==> src/rtl/axi_ctrl_pkg.sv <==
// Shared types and response codes for the AXI interconnect control blocks.
package axi_ctrl_pkg;

  typedef enum logic [2:0] {ARB, WRITE, WRESP, READ, TOUT} sched_state_e;

  localparam logic [1:0] RESP_OKAY   = 2'b00;
  localparam logic [1:0] RESP_EXOKAY = 2'b01;
  localparam logic [1:0] RESP_SLVERR = 2'b10;
  localparam logic [1:0] RESP_DECERR = 2'b11;

endpackage

==> src/rtl/rr_pick.sv <==
// Combinational round-robin picker: first requester at or above i_ptr,
// otherwise the lowest-index requester.
module rr_pick #(
  parameter int NUM_M = 2,
  parameter int IDW   = 1
) (
  input  logic [NUM_M-1:0] i_req,
  input  logic [IDW-1:0]   i_ptr,
  output logic [NUM_M-1:0] o_pick,
  output logic [IDW-1:0]   o_idx
);

  logic [NUM_M-1:0] w_masked;
  logic             w_found;

  always_comb begin
    // NOTE: every output gets a default before any branch so no latch is inferred.
    w_masked = '0;
    o_pick   = '0;
    o_idx    = '0;
    w_found  = 1'b0;
    for (int i = 0; i < NUM_M; i++) begin
      w_masked[i] = i_req[i] && (i >= int'(i_ptr));
    end
    // Masked chain wins; the unmasked chain only supplies the wrap-around.
    for (int i = 0; i < NUM_M; i++) begin
      if (!w_found && w_masked[i]) begin
        o_pick[i] = 1'b1;
        o_idx     = IDW'(i);
        w_found   = 1'b1;
      end
    end
    for (int i = 0; i < NUM_M; i++) begin
      if (!w_found && i_req[i]) begin
        o_pick[i] = 1'b1;
        o_idx     = IDW'(i);
        w_found   = 1'b1;
      end
    end
  end

endmodule

==> src/rtl/axi_bus_sched.sv <==
// Round-robin bus-ownership scheduler: grants the slave port to one master for
// one whole AXI transaction, with a watchdog that aborts stalled transactions.
module axi_bus_sched
  import axi_ctrl_pkg::*;
#(
  parameter int NUM_M       = 2,
  parameter int TIMEOUT_CYC = 256,
  parameter int IDW         = (NUM_M > 2) ? $clog2(NUM_M) : 1
) (
  input  logic             clk,
  input  logic             rst,
  input  logic [NUM_M-1:0] m_awvalid,
  input  logic [NUM_M-1:0] m_arvalid,
  input  logic             aw_fire,
  input  logic             wlast_fire,
  input  logic             b_fire,
  input  logic             ar_fire,
  input  logic             rlast_fire,
  input  logic [1:0]       resp,
  input  logic             abort_ack,
  output logic [NUM_M-1:0] gnt,
  output logic [IDW-1:0]   gnt_id,
  output logic             wr_sel,
  output logic             abort,
  output logic [7:0]       err_cnt
);

  localparam int             TW        = $clog2(TIMEOUT_CYC);
  localparam logic [TW-1:0]  TOUT_LAST = TW'(TIMEOUT_CYC - 1);
  localparam logic [IDW-1:0] LAST_ID   = IDW'(NUM_M - 1);

  sched_state_e     r_state, w_state_nxt;
  logic [NUM_M-1:0] r_gnt, w_gnt_nxt;
  logic [IDW-1:0]   r_gnt_id, w_gnt_id_nxt;
  logic [IDW-1:0]   r_ptr, w_ptr_nxt;
  logic             r_wr_sel, w_wr_sel_nxt;
  logic             r_aw_done, w_aw_done_nxt;
  logic             r_wl_done, w_wl_done_nxt;
  logic             r_ar_done, w_ar_done_nxt;
  logic [TW-1:0]    r_tout_cnt, w_tout_cnt_nxt;
  logic [7:0]       r_err_cnt, w_err_cnt_nxt;

  logic [NUM_M-1:0] w_req, w_pick;
  logic [IDW-1:0]   w_pick_id;
  logic             w_any_fire, w_resp_err, w_release, w_err_inc;
  logic             w_aw_seen, w_wl_seen;

  assign w_req      = m_awvalid | m_arvalid;
  assign w_any_fire = aw_fire | wlast_fire | b_fire | ar_fire | rlast_fire;
  assign w_aw_seen  = r_aw_done | aw_fire;
  assign w_wl_seen  = r_wl_done | wlast_fire;

  rr_pick #(.NUM_M(NUM_M), .IDW(IDW)) u_rr_pick (
    .i_req  (w_req),
    .i_ptr  (r_ptr),
    .o_pick (w_pick),
    .o_idx  (w_pick_id)
  );

  always_comb begin
    case (resp)
      RESP_OKAY, RESP_EXOKAY:   w_resp_err = 1'b0;
      RESP_SLVERR, RESP_DECERR: w_resp_err = 1'b1;
      default:                  w_resp_err = 1'b0;
    endcase
  end

  always_comb begin
    w_state_nxt    = r_state;
    w_gnt_nxt      = r_gnt;
    w_gnt_id_nxt   = r_gnt_id;
    w_ptr_nxt      = r_ptr;
    w_wr_sel_nxt   = r_wr_sel;
    w_aw_done_nxt  = r_aw_done;
    w_wl_done_nxt  = r_wl_done;
    w_ar_done_nxt  = r_ar_done;
    w_tout_cnt_nxt = r_tout_cnt;
    w_err_cnt_nxt  = r_err_cnt;
    w_release      = 1'b0;
    w_err_inc      = 1'b0;

    // Watchdog runs in every ownership phase; transitions below only occur on a
    // fire, so they never collide with a timeout.
    if (r_state inside {WRITE, WRESP, READ}) begin
      w_tout_cnt_nxt = w_any_fire ? '0 : r_tout_cnt + 1'b1;
      if (r_tout_cnt == TOUT_LAST && !w_any_fire) begin
        w_state_nxt = TOUT;
        w_err_inc   = 1'b1;
      end
    end

    case (r_state)
      ARB: begin
        if (|w_req) begin
          w_gnt_nxt      = w_pick;
          w_gnt_id_nxt   = w_pick_id;
          w_wr_sel_nxt   = |(m_awvalid & w_pick);
          w_state_nxt    = (|(m_awvalid & w_pick)) ? WRITE : READ;
          w_aw_done_nxt  = 1'b0;
          w_wl_done_nxt  = 1'b0;
          w_ar_done_nxt  = 1'b0;
          w_tout_cnt_nxt = '0;
        end
      end
      WRITE: begin
        w_aw_done_nxt = w_aw_seen;
        w_wl_done_nxt = w_wl_seen;
        if (w_aw_seen && w_wl_seen) begin
          w_state_nxt    = WRESP;
          w_tout_cnt_nxt = '0;
        end
      end
      WRESP: w_release = b_fire;
      READ: begin
        if (!(ar_fire && rlast_fire)) begin
          if (!r_ar_done && ar_fire) w_ar_done_nxt = 1'b1;
          else if (r_ar_done && rlast_fire) w_release = 1'b1;
        end
      end
      TOUT:    w_release = abort_ack;
      default: w_state_nxt = ARB;
    endcase

    if (w_release) begin
      w_ptr_nxt    = (r_gnt_id == LAST_ID) ? '0 : r_gnt_id + 1'b1;
      w_gnt_nxt    = '0;
      w_gnt_id_nxt = '0;
      w_wr_sel_nxt = 1'b0;
      w_state_nxt  = ARB;
      if (r_state != TOUT && w_resp_err) w_err_inc = 1'b1;
    end

    if (w_err_inc && r_err_cnt != 8'hFF) w_err_cnt_nxt = r_err_cnt + 8'd1;
  end

  always_ff @(posedge clk) begin
    // NOTE: sequential state uses non-blocking assignments only.
    if (rst) begin
      r_state    <= ARB;
      r_gnt      <= '0;
      r_gnt_id   <= '0;
      r_ptr      <= '0;
      r_wr_sel   <= 1'b0;
      r_aw_done  <= 1'b0;
      r_wl_done  <= 1'b0;
      r_ar_done  <= 1'b0;
      r_tout_cnt <= '0;
      r_err_cnt  <= '0;
    end else begin
      r_state    <= w_state_nxt;
      r_gnt      <= w_gnt_nxt;
      r_gnt_id   <= w_gnt_id_nxt;
      r_ptr      <= w_ptr_nxt;
      r_wr_sel   <= w_wr_sel_nxt;
      r_aw_done  <= w_aw_done_nxt;
      r_wl_done  <= w_wl_done_nxt;
      r_ar_done  <= w_ar_done_nxt;
      r_tout_cnt <= w_tout_cnt_nxt;
      r_err_cnt  <= w_err_cnt_nxt;
    end
  end

  assign gnt     = r_gnt;
  assign gnt_id  = r_gnt_id;
  assign wr_sel  = r_wr_sel;
  assign abort   = (r_state == TOUT);
  assign err_cnt = r_err_cnt;

endmodule

==> config.mk <==
export PLATFORM = sky130hd
export DESIGN_NAME = axi_bus_sched
export DESIGN_NICKNAME = d
export VERILOG_FILES = /design/src/rtl/axi_ctrl_pkg.sv /design/src/rtl/rr_pick.sv /design/src/rtl/axi_bus_sched.sv
export SDC_FILE = /design/constraint.sdc
export NUM_CORES = 1
export LEC_CHECK = 0
export CAP_MARGIN = 30
export CORE_UTILIZATION = 50
export CTS_CLUSTER_DIAMETER = 120
export DETAILED_ROUTE_END_ITERATION = 7
export HOLD_SLACK_MARGIN = 0.06
export PLACE_DENSITY = 0.87
export SLEW_MARGIN = 25
export SYNTH_ARGS = -nofsm -noshare
export SYNTH_HDL_FRONTEND = slang
export SYNTH_SLANG_ARGS = --single-unit
==> constraint.sdc <==
create_clock -name clk -period 3 [get_ports clk]
set_clock_uncertainty 0.15 [all_clocks]
set_input_delay 0.75 -clock clk [delete_from_list [all_inputs] [get_ports clk]]
set_output_delay 0.75 -clock clk [all_outputs]
set_load 0.05 [all_outputs]
After elaboration in Yosys (flattened, before gate mapping)
Index checks and enable logic that the tools add are counted.

Memories kept: 0. Bits in latches: 0. Output and inout bits: 13. ROM bits: 0. Memory bits (writable): 0. Bits in registers: 27. Bits of input ports: 14.

Eq/ne operators: 13. Bitwise operators: 8. Multiply operators: 0. Reductions and logical operators: 30. Divide/modulo/power cells: 0. Order comparisons: 1. Mux-type cells: 35. Shift-type cells: 0. $add $sub $neg: 3.

Operators with widths (count): $mux 8 (4); $mux 1 (19); $add 8x1->8 const B (2); $pmux 8 s2 (1); $mux 3 (4); $logic_and 1x1->1 (11); $reduce_or 2->1 (5); $pmux 3 s3 (1); $eq 8x8->1 const B (1); $ne 8x8->1 const B (1); $pmux 1 s2 (4); $eq 3x2->1 const B (2); $or 1x1->1 (6); $logic_not 1->1 (5); $eq 2x2->1 const B (2); $ne 2x2->1 const B (2); $reduce_and 2->1 (2); $reduce_and 4->1 (1); $reduce_bool 2->1 (2); $eq 3x1->1 const B (1); $eq 3x3->1 const B (1); $logic_not 3->1 (1); $ne 3x3->1 const B (1); $pmux 1 s3 (1); other kinds (10) (10).

Depth between registers and ports, before layout
Depth in word-level cells: 17. Gate-level depth with buffers: 7. Mapped depth without buffers: 6.

Cells and area by module
From an unflattened synthesis, not the netlist that was laid out.

Cells, all modules: 172. Area, all modules: 1416.4 µm².

Modules (own cells, without submodules): axi_bus_sched (seq. area each 540.5 µm², cells an instance 168, instances 1, area an instance 1390.1 µm²); rr_pick (seq. area each 0.0 µm², cells an instance 4, instances 1, area an instance 26.3 µm²).

Worst setup path after synthesis
OpenSTA, ideal clock, no wires.

Path type: input to register. From: in aw_fire. To: reg r_err_cnt[5] (netlist: err_cnt[5]). Cell stages on the path: 5. Path buffers: 0. Path slack: 0.482 ns. Arrival time: 2.245 ns. Setup time: 0.123 ns. Cells stage by stage: or4_4 > nor4_4 > nand3_2 > a21oi_1 > mux2_1.

Word-level cells in the longest chain between the ends: 11.

RTL lines: start, declared (RTL line axi_bus_sched.sv:14) `input logic aw_fire,`; $or 1x1->1 (*) (4 in a row) (RTL line axi_bus_sched.sv:49) `assign w_any_fire = aw_fire | wlast_fire | b_fire | ar_fire | rlast_fire;`; $logic_not 1->1 (*) (RTL line axi_bus_sched.sv:86) `if (r_tout_cnt == TOUT_LAST && !w_any_fire) begin`; $logic_and 1x1->1 (*) (RTL line axi_bus_sched.sv:86); $mux 1 (*) (RTL line axi_bus_sched.sv:86); $mux 1 (*) (RTL line axi_bus_sched.sv:84) `if (r_state inside {WRITE, WRESP, READ}) begin`; $mux 1 (RTL line axi_bus_sched.sv:130) `if (r_state != TOUT && w_resp_err) w_err_inc = 1'b1;`; $mux 1 (*) (RTL line axi_bus_sched.sv:124) `if (w_release) begin`; $logic_and 1x1->1 (*) (RTL line axi_bus_sched.sv:133) `if (w_err_inc && r_err_cnt != 8'hFF) w_err_cnt_nxt = r_err_cnt + 8'd1;`; end signal, assigned (RTL line axi_bus_sched.sv:159) `r_err_cnt <= w_err_cnt_nxt;`; end, declared (RTL line axi_bus_sched.sv:41) `logic [7:0] r_err_cnt, w_err_cnt_nxt;`.

Every way passes the cells marked *; elsewhere a longest branch is shown, timed or not. A chain may end at the register's enable or synchronous reset.

Final worst setup path
From: reg r_state[1]. To: out abort.

Word-level cells in the longest chain between the ends: 1.

RTL lines: start, declared (RTL line axi_bus_sched.sv:32) `sched_state_e r_state, w_state_nxt;`; start signal, assigned (RTL line axi_bus_sched.sv:150) `r_state <= w_state_nxt;`; $eq 3x3->1 (RTL line axi_bus_sched.sv:166) `assign abort = (r_state == TOUT);`; end, declared (RTL line axi_bus_sched.sv:24) `output logic abort,`.

No other way between the ends.

==> summary.txt <==
Run status
  – Run status: completed

Setup path
  – Critical path class: flop to output pin
  – CP Cell Sequence: nor2_1 > nand2_1 > inv_1 > clkdlybuf4s50_1
  – Worst setup EP type: output pin
  – CP delay by family, top: buffers and inverters
  – CP max stage delay: 0.80 ns
  – Worst R2R Setup Slack: 0.90 ns
  – CP max stage cell: clkdlybuf4s50_1
  – CP Buf/Inv Count: 2
  – Crit path DAT: 1.91 ns
  – Crit start category: flop
  – CP Data Required Time: 2.10 ns
  – Critical Path Fanout Max: 7

Clock network
  – Total setup buffers inserted after CTS: 0
  – Resize count post-CTS: 0
  – Clock Latency Late Sink: 0.33 ns
  – CTS H-tree depth: 1
  – Largest buffer count on any clock path: 2
  – Clock Sinks: 27
  – Total CTS buffers: 3
  – Root Driver: clkbuf_4
  – Clk slew on worst S/H paths: 0.15 ns
  – CTS tree: done
  – Hold Buf Count CTS: 0

Detailed routing
  – Post-DRT Antenna Nets: 0
  – Via count: 1304
  – Top sig layer: met4
  – Met3 wire length: 116 um
  – Routed vias/inst: 5.848
  – DRC: 0
  – DR WL met2: 1489 um
  – WL met1: 1331 um
  – Overall routed net length: 2994 um
  – WL/cell: 13.43 um
  – DRT iter0 DRCs: 27
  – DRT Pass-1 Iters: 4

STA
  – RSZ-0062 raised after global routing: false
  – Final hold viol count: 0
  – Slew Viols, Final: 0
  – Final setup violation count: 0
  – Slew HR: 0.5653
  – Fmax: 0.3556 GHz
  – Fin crit period: 2.812 ns
  – Period Utilization, post-route: 0.9373
  – Hold Slack: 0.3236 ns
  – Measured slew at the worst slew-check pin: 0.6500 ns

Global route
  – Overflow after GRT: 0
  – Number of global-route vias before repair: 1186
  – Initial antenna violation count: 0
  – Largest net degree at the start of global routing: 21
  – Total GRT Usage: 0.2281
  – First-pass GRT wire length: 4871 um

Yosys
  – Post-synthesis sequential area ratio: 0.3868
  – Async SR Flop Fraction: 0
  – EDFF count, synth: 0
  – Post-synthesis net count: 178
  – Synth Flop Type: dfxtp_1
  – Synthesized area: 0.001398 sq mm
  – Synth unique cells: 45
  – #FFs+latches synth: 27
  – Syn_area_per_cell: 8.627 sq um
  – Post-Synthesis Cells: 162
  – Ys Warns: 0

Floorplan
  – Die ar.: 0.003011 sq mm
  – Starting Density: 0.5443
  – Core Box Area: 0.002567 sq mm
  – Top Ports: 27
  – Die width: 54.87 um
  – FP Rows: 18
  – Chip Height: 54.87 um

Place
  – Gpl congestion: 0.8079
  – DP Area: 0.001702 sq mm
  – DP HPWL: 2309 um
  – Number of port buffers: 25

Finish
  – Fillers: 225
  – Diodes inserted: 0
  – Most frequent cells in the layout: dfxtp_1 (27), nor2_1 (25), clkdlybuf4s50_1 (25), a21oi_1 (14), nand2_1 (13)
  – Share of layout cells above drive strength 1: 0.09845
  – Most common cell after layout, fill and taps aside: dfxtp_1
  – Syn-to-layout area delta: 23.63%
  – Final Cell Area: 0.001728 sq mm
  – Layout Nets: 210

Power and ir drop
  – PD cells: 626.7 mW/mm^2
  – Peak supply drop: 468.6 uV
  – Pleak: 0.6372 nW

Hold path
  – HP Class: flop to flop

Job
  – Maxcap violations: 0
layer usage:
metal	vias up	track usage
li1	652	-
met1	612	0.2584
met2	32	0.3956
met4	0	0.09402
met3	8	0.06389
met5	-	0
stage by stage:
step           setup TNS [ns]  total power [mW]    util  setup slack (ns)  instances
2_1_floorplan               0            0.7832       -            0.4818        162
6_report                    0             1.083  0.6730            0.1881        223
4_1_cts                     0             1.085  0.6730            0.2013        223
3_3_place_gp         -0.05445            0.9127  0.6628          -0.01556        219
5_1_grt                     0             1.148  0.6730           0.07245        223
3_5_place_dp          -0.2780            0.9286  0.6628          -0.06970        219
path summary, 6_finish.rpt:
path | start | end | depth (start not counted)
worst max-delay path | r_state[1] | abort | 4
worst min-delay path | gnt[1] | gnt[1] | 2
worst max register to register | r_state[1] | err_cnt[7] | 5
worst min register to register | gnt[1] | gnt[1] | 2
synthesized netlist by cell type, drive strengths merged (2+ instances only):
master | instances | area [sq um]
xnor2 | 3 | 26.28
ha | 2 | 25.02
and3 | 2 | 17.52
or2 | 3 | 18.77
and4 | 3 | 26.28
o21ai | 5 | 28.78
o221ai | 2 | 17.52
dfxtp | 27 | 540.5
nand4 | 6 | 37.54
a22oi | 2 | 15.01
nand3b | 2 | 15.01
inv | 3 | 11.26
a21oi | 14 | 70.07
and2b | 4 | 30.03
a21boi | 2 | 15.01
mux2 | 6 | 71.31
nor3 | 4 | 20.02
xor2 | 2 | 17.52
a31oi | 3 | 18.77
nor2b | 5 | 31.28
nor2 | 25 | 93.84
nor3b | 3 | 22.52
nand2 | 13 | 48.80
nand3 | 4 | 25.02
where the power goes:
| part | total, mW | switching, mW | internal (mW) | leakage, nW |
|---|---|---|---|---|
| Combinational | 0.466 | 0.280 | 0.185 | 0.403 |
| Sequential | 0.460 | 0.0525 | 0.408 | 0.219 |
| Clock | 0.157 | 0.105 | 0.0521 | 0.0150 |
tightest hold or removal path, delay by kind of cell (launching register included):
family | cells | cell delay, ns
flops | 1 | 0.34
simple gates | 1 | 0.05
compound gates | 1 | 0.05
cells by family (layout without fill, tap and decap cells):
| kind of cell | Yosys count | count (layout) | synth area share |
|---|---|---|---|
| xor gates and xnor gates | 5 | 5 | 0.03134 |
| buffers and inverters | 6 | 37 | 0.02327 |
| DFF | 27 | 27 | 0.3868 |
| muxes | 7 | 7 | 0.05819 |
| AOI/OAI and AO/OA | 35 | 35 | 0.1603 |
| and+or+nand+nor | 80 | 80 | 0.3223 |
| adders and majority gates | 2 | 2 | 0.01790 |
cell type report:
type	count	area, sq um	share of cell area
multi-input cells	129	824.5	0.4772
flip-flops and latches	27	540.5	0.3128
repair buffers	30	287.8	0.1665
well taps	30	37.54	0.02172
clock buffers	4	26.28	0.01521
inverters	3	11.26	0.006517
registers in the layout, summed over array words and instances, names as in the netlist:
| register | flops |
|---|---|
| r_state | 3 |
| r_ar_done | 1 |
| r_aw_done | 1 |
| err_cnt | 8 |
| gnt | 2 |
| r_tout_cnt | 8 |
| gnt_id | 1 |
| r_wl_done | 1 |
| r_ptr | 1 |
| wr_sel | 1 |
(Power assumes the default switching activity.)
